$ cat src/rtl/stall_fwd_unit_pkg.sv
// rtl/stall_fwd_unit_pkg.sv - shared widths, encodings and hazard helpers
// Purpose: constants and pure functions used by the hazard controller.
//   REG_AW / T_W : register-number and Tuse/Tnew field widths.
//   FWD_*        : operand-mux select encodings.
//   T_*          : Tnew/Tuse constants from the decoder timing table.
package stall_fwd_unit_pkg;

  localparam int REG_AW = 5;
  localparam int T_W    = 3;

  localparam logic [1:0] FWD_RF = 2'd0;
  localparam logic [1:0] FWD_E  = 2'd1;
  localparam logic [1:0] FWD_M  = 2'd2;
  localparam logic [1:0] FWD_W  = 2'd3;

  localparam logic [T_W-1:0] T_NONE = 3'd0;
  localparam logic [T_W-1:0] T_ALU  = 3'd1;
  localparam logic [T_W-1:0] T_LOAD = 3'd2;

  // Tnew counts down one per stage and parks at zero.
  function automatic logic [T_W-1:0] sat_dec(input logic [T_W-1:0] x);
    return (x == '0) ? '0 : x - T_W'(1);
  endfunction

  // Nearest-producer select. Only the nearest stage whose a3 matches is
  // considered; if its result is not ready yet the select stays at the
  // register source (the stall logic holds the consumer instead).
  function automatic logic [1:0] near_src(
    input logic             use_e,
    input logic [REG_AW-1:0] r,
    input logic [REG_AW-1:0] a_e,
    input logic [T_W-1:0]    t_e,
    input logic [REG_AW-1:0] a_m,
    input logic [T_W-1:0]    t_m,
    input logic [REG_AW-1:0] a_w,
    input logic [T_W-1:0]    t_w
  );
    logic [1:0] sel;
    sel = FWD_RF;
    if (r == '0)                 sel = FWD_RF;
    else if (use_e && a_e == r)  sel = (t_e == '0) ? FWD_E : FWD_RF;
    else if (a_m == r)           sel = (t_m == '0) ? FWD_M : FWD_RF;
    else if (a_w == r)           sel = (t_w == '0) ? FWD_W : FWD_RF;
    return sel;
  endfunction

  // Stall when the nearest in-flight producer (E before M) needs more
  // cycles than the consumer can wait. W results are always ready.
  function automatic logic src_stall(
    input logic             need,
    input logic [REG_AW-1:0] r,
    input logic [T_W-1:0]    tuse,
    input logic [REG_AW-1:0] a_e,
    input logic [T_W-1:0]    t_e,
    input logic [REG_AW-1:0] a_m,
    input logic [T_W-1:0]    t_m
  );
    logic st;
    st = 1'b0;
    if (!need || r == '0) st = 1'b0;
    else if (a_e == r)    st = (t_e > tuse);
    else if (a_m == r)    st = (t_m > tuse);
    return st;
  endfunction

endpackage

$ cat src/rtl/stall_fwd_unit_hz_stage_entry.sv
// rtl/stall_fwd_unit_hz_stage_entry.sv - one pipeline-stage {a3, tnew} tracker
// Purpose: registered destination/Tnew pair for one of E, M, W.
// Ports: clk, reset_n (async low clear); clear loads a bubble; dec selects
//   whether the incoming tnew is decremented on load; a3_in/tnew_in next
//   value; a3/tnew current value.
module hz_stage_entry
  import stall_fwd_unit_pkg::*;
(
  input  logic              clk,
  input  logic              reset_n,
  input  logic              clear,
  input  logic              dec,
  input  logic [REG_AW-1:0] a3_in,
  input  logic [T_W-1:0]    tnew_in,
  output logic [REG_AW-1:0] a3,
  output logic [T_W-1:0]    tnew
);

  always_ff @(posedge clk or negedge reset_n) begin
    if (!reset_n) begin
      a3   <= '0;
      tnew <= '0;
    end else if (clear) begin
      a3   <= '0;
      tnew <= '0;
    end else begin
      a3   <= a3_in;
      tnew <= dec ? sat_dec(tnew_in) : tnew_in;
    end
  end

endmodule

$ cat src/rtl/stall_fwd_unit.sv
// rtl/stall_fwd_unit.sv - MIPS 5-stage stall and forwarding controller
// Purpose: tracks {a3, tnew} for E/M/W, raises stall/bubble for the D
//   instruction and drives forwarding selects for D- and E-stage operands.
// Ports: clk, reset_n (async low); need_rs_d/need_rt_d, tuse_rs_d/tuse_rt_d,
//   tnew_d, rs_d, rt_d, a3_d from the D stage; stall, bubble_e,
//   fwd_rs_d/fwd_rt_d (0 RF,1 E,2 M,3 W), fwd_rs_e/fwd_rt_e (0 D/E,2 M,3 W).
// Option: STALL_PERF_CNT_EN adds stall_cycles[31:0], a wrapping count of
//   clock edges seen with stall high.
module stall_fwd_unit
  import stall_fwd_unit_pkg::*;
(
  input  logic              clk,
  input  logic              reset_n,
  input  logic              need_rs_d,
  input  logic              need_rt_d,
  input  logic [T_W-1:0]    tuse_rs_d,
  input  logic [T_W-1:0]    tuse_rt_d,
  input  logic [T_W-1:0]    tnew_d,
  input  logic [REG_AW-1:0] rs_d,
  input  logic [REG_AW-1:0] rt_d,
  input  logic [REG_AW-1:0] a3_d,
  output logic              stall,
  output logic              bubble_e,
  output logic [1:0]        fwd_rs_d,
  output logic [1:0]        fwd_rt_d,
  output logic [1:0]        fwd_rs_e,
  output logic [1:0]        fwd_rt_e
`ifdef STALL_PERF_CNT_EN
  ,
  output logic [31:0]       stall_cycles
`endif
);

  logic [REG_AW-1:0] a3_e, a3_m, a3_w;
  logic [T_W-1:0]    tnew_e, tnew_m, tnew_w;
  logic [REG_AW-1:0] rs_e, rt_e;

  // E loads the D instruction as-is; a stall injects a bubble instead.
  hz_stage_entry u_ent_e (
    .clk(clk), .reset_n(reset_n), .clear(stall), .dec(1'b0),
    .a3_in(a3_d), .tnew_in(tnew_d), .a3(a3_e), .tnew(tnew_e)
  );

  hz_stage_entry u_ent_m (
    .clk(clk), .reset_n(reset_n), .clear(1'b0), .dec(1'b1),
    .a3_in(a3_e), .tnew_in(tnew_e), .a3(a3_m), .tnew(tnew_m)
  );

  hz_stage_entry u_ent_w (
    .clk(clk), .reset_n(reset_n), .clear(1'b0), .dec(1'b1),
    .a3_in(a3_m), .tnew_in(tnew_m), .a3(a3_w), .tnew(tnew_w)
  );

  always_ff @(posedge clk or negedge reset_n) begin
    if (!reset_n) begin
      rs_e <= '0;
      rt_e <= '0;
    end else if (stall) begin
      rs_e <= '0;
      rt_e <= '0;
    end else begin
      rs_e <= rs_d;
      rt_e <= rt_d;
    end
  end

  logic stall_rs, stall_rt;

  always_comb begin
    stall_rs = src_stall(need_rs_d, rs_d, tuse_rs_d, a3_e, tnew_e, a3_m, tnew_m);
    stall_rt = src_stall(need_rt_d, rt_d, tuse_rt_d, a3_e, tnew_e, a3_m, tnew_m);
    stall    = stall_rs | stall_rt;
    bubble_e = stall_rs | stall_rt;

    fwd_rs_d = near_src(1'b1, rs_d, a3_e, tnew_e, a3_m, tnew_m, a3_w, tnew_w);
    fwd_rt_d = near_src(1'b1, rt_d, a3_e, tnew_e, a3_m, tnew_m, a3_w, tnew_w);
    // The E operands only look downstream; E never forwards to itself.
    fwd_rs_e = near_src(1'b0, rs_e, a3_e, tnew_e, a3_m, tnew_m, a3_w, tnew_w);
    fwd_rt_e = near_src(1'b0, rt_e, a3_e, tnew_e, a3_m, tnew_m, a3_w, tnew_w);
  end

`ifdef STALL_PERF_CNT_EN
  always_ff @(posedge clk or negedge reset_n) begin
    if (!reset_n)   stall_cycles <= '0;
    else if (stall) stall_cycles <= stall_cycles + 32'd1;
  end
`endif

endmodule

$ cat config.mk
export PLATFORM = sky130hd
export DESIGN_NAME = stall_fwd_unit
export DESIGN_NICKNAME = d
export VERILOG_FILES = /design/src/rtl/stall_fwd_unit_pkg.sv /design/src/rtl/stall_fwd_unit_hz_stage_entry.sv /design/src/rtl/stall_fwd_unit.sv
export SDC_FILE = /design/constraint.sdc
export NUM_CORES = 1
export LEC_CHECK = 0
export ABC_AREA = 1
export CAP_MARGIN = 20
export CORE_ASPECT_RATIO = 1.2
export CORE_UTILIZATION = 53
export CTS_CLUSTER_SIZE = 28
export DETAILED_ROUTE_END_ITERATION = 7
export GPL_TIMING_DRIVEN = 0
export PLACE_DENSITY = 0.87
export SETUP_SLACK_MARGIN = 0.1
export SYNTH_ARGS = -nofsm -noshare
export SYNTH_HDL_FRONTEND = slang
export SYNTH_SLANG_ARGS = --single-unit
$ cat constraint.sdc
create_clock -name clk -period 4.2 [get_ports clk]
set_clock_uncertainty 0.05 [all_clocks]
set_input_delay 0.42 -clock clk [delete_from_list [all_inputs] [get_ports clk]]
set_output_delay 0.42 -clock clk [all_outputs]
set_load 0.02 [all_outputs]
* Word level (Yosys, flattened, before mapping)
Index checks and enable logic that the tools add are counted.
Widths: inputs -> output; s select.
** Storage, ports and cells
- Input bits :: 28
- Output and inout bits :: 10
- Register bits after elaboration :: 34
- Word-level logic and storage cells :: 65
** Cells by class
- Bitwise operators :: 1
- Eq/ne operators :: 10
- Magnitude comparators :: 4
- Add/sub/neg operators :: 2
- Multiplexer cells :: 29
- Reduce and logical (&&, ||, !) cells :: 11
** Operators by type and width (count)
- $eq 5x5->1 :: 10
- $mux 2 :: 16
- $logic_not 5->1 :: 4
- $mux 5 :: 3
- $gt 3x3->1 :: 4
- $logic_not 3->1 :: 3
- $mux 3 :: 3
- $mux 1 :: 7
- $sub 3x1->3 const B :: 2
- $logic_not 1->1 :: 2
- $logic_or 1x1->1 :: 2
- $or 1x1->1 :: 1

* Longest topological paths before layout
Gate-level depths: netlist of run 1.
- Depth in word-level cells :: 6
- Mapped depth :: 11
- Gate-level depth less buffers :: 10

* Cells and area by module
Synthesis of run 1 repeated with hierarchy kept, for this count alone.
** Second synthesis, totals
- Cell total of the unflattened synthesis :: 382
- Area, all modules :: 2610.0 µm²
** Modules (own cells, without submodules)
- stall_fwd_unit :: cells an instance 262, area an instance 1585.3 µm², sequential area each 250.2 µm², instances 1
- hz_stage_entry :: cells an instance 40, area an instance 341.6 µm², sequential area each 200.2 µm², instances 3

* Least setup slack after synthesis of run 1
No wires, ideal clock.
- Kind :: input to output
- Start point :: input port tuse_rt_d[2]
- End point :: output port stall
- Arrival time :: 1.811 ns
- Stages on the path :: 11
- Buffers on the path :: 2
- Required time :: 3.730 ns
- Slack :: 1.919 ns
- Cells stage by stage :: inv_1 > ha_1 > nand2_1 > or2_2 > a22oi_1 > nand2_1 > nand2_1 > nand2_2 > nand2_4 > buf_12 > buf_4
** On the way
- Longest elaborated chain between the ends :: 5
- Elaborated cells between the ends (all ways) :: 6
- Those cells by class :: 2 x order compare; 3 x mux; 1 x bitwise
** Ends and longest elaborated chain
- start, declared :: line stall_fwd_unit.sv:17 : input logic [T_W-1:0] tuse_rt_d,
- $gt 3x3->1 :: line stall_fwd_unit_pkg.sv:62 : else if (a_m == r) st = (t_m > tuse);
- $mux 1 :: line stall_fwd_unit_pkg.sv:62
- $mux 1 (*) :: line stall_fwd_unit_pkg.sv:61 : else if (a_e == r) st = (t_e > tuse);
- $mux 1 (*) :: line stall_fwd_unit_pkg.sv:60 : if (!need || r == '0) st = 1'b0;
- $or 1x1->1 (*)
- end, declared :: line stall_fwd_unit.sv:22 : output logic stall,
Every way passes the cells marked *; elsewhere a longest branch is shown, timed or not.

* Worst setup path after layout of run 1
- Start point :: input port tuse_rt_d[2]
- End point :: output port stall
** On the way
- Longest elaborated chain between the ends :: 5
- Elaborated cells between the ends (all ways) :: 6
- Those cells by class :: 2 x order compare; 3 x mux; 1 x bitwise
** Ends and longest elaborated chain
- $gt 3x3->1 :: line stall_fwd_unit_pkg.sv:62
- $mux 1 :: line stall_fwd_unit_pkg.sv:62
- $mux 1 (*) :: line stall_fwd_unit_pkg.sv:61
- $mux 1 (*) :: line stall_fwd_unit_pkg.sv:60
- $or 1x1->1 (*) :: line stall_fwd_unit.sv:72 : stall = stall_rs | stall_rt;
Marks and branches as above.

==> flow_summary.json, run 1 <==
{
  "r2r_start": "u_ent_e.tnew[2]$_DFF_PN0_",
  "fin_ws_ns": 0.665,
  "netlist_instances": 309,
  "worst_pin_slew_ns": 0.720,
  "rows": 26,
  "areaGrowthSynthToFinish_pct": 20.8,
  "syn-num-nets": 353,
  "cts.clk_slew.worst_paths_ns": 0.06,
  "cts_sinks": 34,
  "syn_avg_cell_area_um2": 7.65,
  "die-width_um": 63.0,
  "cts_tree": "done",
  "portBuffers": 35,
  "async_reset_ff_share_pct": 100,
  "drc": 0,
  "grt_overflow": 0,
  "cts-buffers-inserted": 5,
  "grt_antenna_before_repair": 0,
  "grt_pass1_vias": 1996,
  "grt_first_pass_wirelength_um": 8630,
  "worst_setup_path_endpoint": "stall",
  "critical_path_arrival_ns": 3.07,
  "firstDrtPassIters": 4,
  "multiInputGateArea_mm2": 0.00126,
  "avgViaCountPerCell": 5.05,
  "finalNonFillerCells": 407,
  "die-area_mm2": 0.00473,
  "cp_data_required_time_ns": 3.73,
  "finalMaxSlewViolations": 0,
  "hold_class": "in -> async",
  "crit_start": "tuse_rt_d[2]",
  "dp.cells": 400,
  "startpoint_type": "input pin",
  "utilization_pct": 67.0,
  "crit_path_end_kind": "output pin",
  "ctsResizeCount": 0,
  "root_buffer": "clkbuf_8",
  "final_nets": 395,
  "rsz0062_at_grt": "no",
  "drt_wl_total_um": 5220,
  "vias": 2057,
  "clock_latency_ns": 0.28,
  "drt_iter0_drc": 98,
  "drive_gt1_share_pct": 10.8,
  "fmax_mhz": 283,
  "synth.distinct_cells": 28,
  "reg2reg_depth": 10,
  "ctsHtreeMaxLevel": 2,
  "ant_nets": 0,
  "num_antenna_cells": 0,
  "outcome": "completed",
  "yosysTopAreaCellShare_pct": 36.0,
  "ys_warn_count": 0,
  "synth_area_leader_cell": "dfrtp_1",
  "powerDensity_mw_per_mm2": 292,
  "regArea_um2": 851,
  "core_area_mm2": 0.00426,
  "layout_worst_path_cycle_share_pct": 84.2,
  "finalHoldViolations": 0,
  "seq_area_frac_synth_pct": 36.0,
  "synthesis.area_mm2": 0.00236,
  "dp_slack_ns": 0.715,
  "synth_ff_type": "dfrtp_1",
  "synth_edf_count": 0,
  "postCtsSetupRepairBufs": 0,
  "synth.area.top_cells": "dfrtp_1 36%, nand2_1 8.7%, ha_1 8.5%",
  "power.total_uw": 834,
  "initial_core_util_pct": 55.5,
  "reg2reg_slack_ns": 2.14,
  "synth.ff_latch_count": 34,
  "finalSetupViolCount": 0,
  "r2r_end": "rt_e[1]$_DFF_PN0_",
  "die_h_um": 75.2,
  "relSlewSlack_pct": 52.0,
  "fin_crit_ns": 3.54,
  "gp_congestion": 0.908,
  "grt_use_total_pct": 24.2,
  "grt_start_max_net_pins": 35,
  "io_pins": 38,
  "dpl.hpwl_um": 4130,
  "leakagePower_uw": 0.00149,
  "fin_tns_setup_ns": 0,
  "cap_viol_max_count": 0,
  "cp_max_fo": 11,
  "peakVddDrop_v": 0.000235,
  "avgRoutedWirePerCell_um": 12.8,
  "postCtsHoldBufs": 0,
  "clk_path_buf_depth": 2,
  "fillers": 349,
  "critical_path_class": "in -> out"
}
==> cells by family (layout without fill, tap and decap cells) <==
| logic type | count (synthesis) | after routing | share of synthesized area (%) |
|---|---|---|---|
| AOI/OAI and AO/OA | 23 | 23 | 5.45 |
| xor gates and xnor gates | 27 | 27 | 10.0 |
| adders and majority gates | 16 | 16 | 8.47 |
| buffers and inverters | 62 | 104 | 10.9 |
| DFF | 34 | 34 | 36.0 |
| and+or+nand+nor | 147 | 147 | 29.2 |
==> cells in the final DEF (no fill, tap or decap) <==
master / n
buf_2: 4
nor4_1: 2
nand3_2: 1
nor3_1: 6
o22ai_1: 7
nor2_1: 45
ha_1: 16
inv_1: 51
nand2_4: 1
dfrtp_1: 34
nand3b_2: 1
or2_2: 3
nand2_2: 2
inv_2: 6
buf_12: 1
buf_4: 1
xnor2_1: 13
nand3_1: 12
or2_1: 2
nand2_1: 55
o21ai_0: 6
nor2_4: 6
clkbuf_8: 5
xor2_1: 14
nor2_2: 7
a21oi_1: 8
a22oi_1: 2
nand4_1: 3
or3_1: 1
clkbuf_1: 2
clkdlybuf4s50_1: 34
==> routing by layer <==
layer | global-route usage [%] | part of all wire (%)
met3 | 4.55 | 3.6
met1 | 27.5 | 42
met5 | 0 | 0
met4 | 11.1 | 3.3
met2 | 44.3 | 52
==> registers in the layout (all words and copies together) (netlist names) <==
name and cells:
rs_e 5, rt_e 5, u_ent_e.a3 5, u_ent_m.a3 5
u_ent_w.a3 5, u_ent_e.tnew 3, u_ent_m.tnew 3, u_ent_w.tnew 3
==> layout make-up <==
type | instances | area share [%]
repair buffers | 35 | 12.1
plain buffers | 5 | 1.49
flip-flops and latches | 34 | 29.8
well taps | 56 | 2.45
multi-input cells | 213 | 44.0
clock buffers | 7 | 2.67
inverters | 57 | 7.49
==> metrics by stage <==
| stage | hold slack (ns) | area [um^2] |
|---|---|---|
| after detailed placement | 0.340 | 2780 |
| after global placement | 0.305 | 2780 |
| after floorplan | 0.0744 | 2360 |
| after global routing | 0.216 | 2860 |
| after CTS | 0.172 | 2860 |
| final | 0.142 | 2860 |
==> worst min path at each step <==
stage,start,end,slack [ns],cells past startpoint
2_1_floorplan,reset_n,rs_e[0]$_DFF_PN0_,0.07,0
3_3_place_gp,u_ent_m.a3[0]$_DFF_PN0_,u_ent_w.a3[0]$_DFF_PN0_,0.31,0
3_5_place_dp,u_ent_m.a3[0]$_DFF_PN0_,u_ent_w.a3[0]$_DFF_PN0_,0.34,0
4_1_cts,reset_n,rt_e[2]$_DFF_PN0_,0.17,1
5_1_grt,reset_n,rt_e[2]$_DFF_PN0_,0.22,1
6_report,reset_n,rt_e[2]$_DFF_PN0_,0.14,1
==> report_power, final <==
group | switching, uW | leakage (uW) | internal, uW
Sequential | 35.1 | 0.000405 | 356
Combinational | 122 | 0.00105 | 102
Clock | 105 | 0.0000383 | 114
Total | 262 | 0.00149 | 572
==> Yosys cell counts, types with 6 or more instances <==
| master | instances |
|---|---|
| a21oi_1 | 8 |
| dfrtp_1 | 34 |
| ha_1 | 16 |
| inv_1 | 51 |
| inv_2 | 6 |
| nand2_1 | 55 |
| nand3_1 | 12 |
| nor2_1 | 45 |
| nor2_2 | 7 |
| nor2_4 | 6 |
| nor3_1 | 6 |
| o21ai_0 | 6 |
| o22ai_1 | 7 |
| xnor2_1 | 13 |
| xor2_1 | 14 |
==> worst max-delay path, cell delays in order <==
cell	delay, ns
clkdlybuf4s50_1	0.46
inv_1	0.06
ha_1	0.29
nand2_1	0.06
or2_1	0.21
a21oi_1	0.21
nor2_2	0.07
nor2_1	0.12
nand2_2	0.08
nand2_4	0.17
buf_12	0.19
buf_4	0.12
clkdlybuf4s50_1	0.61
Note: power is estimated with default switching activity, not from simulation.
==> inputs of run 2 (changes only) <==
Clock period 4.2 ns to 3.3 ns, I/O delays scaled along.
==> run 2 against run 1 <==
Net effect: cell area barely moved; worst setup slack got worse by 0.42 ns; final cell count did not move; die area did not move; critical path type unchanged; largest cell class unchanged.
==> flow_summary.json, run 2 (synthesis results as in run 1) <==
{
  "outcome": "completed",
  "power.total_uw": 1060,
  "die-area_mm2": 0.00473,
  "peakVddDrop_v": 0.000299,
  "root_buffer": "clkbuf_8",
  "clk_path_buf_depth": 2,
  "grt_overflow": 0,
  "grt_first_pass_wirelength_um": 8640,
  "crit_start": "tuse_rt_d[2]",
  "r2r_end": "rt_e[1]$_DFF_PN0_",
  "path_cells": "clkdlybuf4s50_1 > inv_1 > ha_1 > nand2_1 > or2_1 > a21oi_1 > nor2_2 > nor2_1 > nand2_2 > nand2_4 > buf_12 > buf_4 > clkdlybuf4s15_1",
  "drt_iter0_drc": 98,
  "grt_antenna_before_repair": 0,
  "cts-buffers-inserted": 5,
  "worst_setup_path_endpoint": "stall",
  "worst_pin_slew_ns": 0.720,
  "drc": 0,
  "gp_congestion": 0.908,
  "cp_max_fo": 11,
  "vias": 2054,
  "fin_crit_ns": 3.05,
  "leakagePower_uw": 0.00150,
  "num_antenna_cells": 0,
  "avgViaCountPerCell": 5.05,
  "finalSetupViolCount": 0,
  "die_h_um": 75.2,
  "drive_gt1_share_pct": 10.8,
  "fmax_mhz": 328,
  "postCtsHoldBufs": 0,
  "cts_sinks": 34,
  "dpl.hpwl_um": 4130,
  "drt_wl_total_um": 5220,
  "finalHoldViolations": 0,
  "finalMaxSlewViolations": 0,
  "avgRoutedWirePerCell_um": 12.8,
  "ant_nets": 0,
  "cap_viol_max_count": 0,
  "reg2reg_slack_ns": 1.24,
  "final_cell_area_mm2": 0.00285,
  "clock_latency_ns": 0.28,
  "final_common_cell": "nand2_1",
  "reg2reg_depth": 10,
  "io_pins": 38,
  "layout_worst_path_cycle_share_pct": 92.5,
  "critical_path_class": "in -> out",
  "cts.clk_slew.worst_paths_ns": 0.06,
  "powerDensity_mw_per_mm2": 372,
  "grt_start_max_net_pins": 35,
  "relSlewSlack_pct": 52.0,
  "die-width_um": 63.0,
  "core_area_mm2": 0.00426,
  "critical_path_arrival_ns": 2.67,
  "portBuffers": 35,
  "areaGrowthSynthToFinish_pct": 20.8,
  "fillers": 350,
  "initial_core_util_pct": 55.5,
  "startpoint_type": "input pin",
  "utilization_pct": 67.0,
  "cp_data_required_time_ns": 2.92,
  "layout_common_cells": "55 x nand2_1, 51 x inv_1, 45 x nor2_1, 34 x dfrtp_1, 32 x clkdlybuf4s50_1",
  "post_dp_cell_area_mm2": 0.00278,
  "hold_class": "in -> async",
  "r2r_start": "u_ent_e.tnew[2]$_DFF_PN0_",
  "grt_pass1_vias": 1996,
  "cpMaxStageDelayCell": "clkdlybuf4s50_1",
  "final_nets": 395,
  "cts_tree": "done",
  "crit_path_end_kind": "output pin",
  "ctsHtreeMaxLevel": 2,
  "max_stage_delay_ns": 0.46,
  "grt_use_total_pct": 24.2,
  "firstDrtPassIters": 4,
  "fin_hold_ws_ns": 0.0514,
  "rows": 26,
  "rsz0062_at_grt": "no"
}
[run 2: cell count changes in the layout (fill, tap and decap cells not counted), sizes merged]
cell	delta
clkdlybuf4s15	+1
clkdlybuf4s50	-2
dlygate4sd2	+1
[run 2: power breakdown]
group	internal (uW)	switching, uW
clock network	145	133
logic	129	156
registers	453	44.7
total	727	334
[run 2: metrics by stage]
| stage | worst slack [ns] | setup TNS [ns] | std cells |
|---|---|---|---|
| after detailed placement | -0.00532 | -0.00532 | 400 |
| after floorplan | 1.16 | 0 | 309 |
| after global placement | 0.0639 | 0 | 400 |
| after CTS | 0.246 | 0 | 407 |
| after global routing | 0.122 | 0 | 407 |
| final | 0.247 | 0 | 407 |
[run 2: cell type report]
| type | instances | area, um^2 | area share (%) |
|---|---|---|---|
| Multi-Input combinational cell | 213 | 1260 | 44.0 |
| Sequential cell | 34 | 851 | 29.8 |
| Timing Repair Buffer | 35 | 344 | 12.1 |
| Inverter | 57 | 214 | 7.50 |
| Clock buffer | 7 | 76.3 | 2.67 |
| Tap cell | 56 | 70.1 | 2.46 |
| Buffer | 5 | 42.5 | 1.49 |
[run 2: how the worst min path moves through the flow]
stage                                       start                 endpoint  slack (ns)
after global placement    u_ent_m.a3[0]$_DFF_PN0_  u_ent_w.a3[0]$_DFF_PN0_        0.31
final                                     reset_n        rt_e[2]$_DFF_PN0_        0.05
after floorplan                           reset_n        rs_e[0]$_DFF_PN0_       -0.02
after detailed placement  u_ent_m.a3[0]$_DFF_PN0_  u_ent_w.a3[0]$_DFF_PN0_        0.34
after global routing                      reset_n        rt_e[2]$_DFF_PN0_        0.13
after CTS                                 reset_n        rt_e[2]$_DFF_PN0_        0.08
[run 2: repair_timing]
action,CTS,global route
resized for setup,2,1
setup buffers,0,0
setup endpoints to repair,2,1
[run 2: layer usage]
metal	global-route usage, %	vias up	wire, um
met5	0	-	0
met4	11.1	0	171
met3	4.55	20	187
met2	44.3	57	2690
met1	27.6	947	2170
li1	-	1030	-
[run 2: worst max-delay path: cells and delay by family]
| kind | cells | cell delay (ns) |
|---|---|---|
| and+or+nand+nor | 6 | 0.71 |
| buffers and inverters | 5 | 1.14 |
| AOI/OAI and AO/OA | 1 | 0.21 |
| adders and majority gates | 1 | 0.29 |
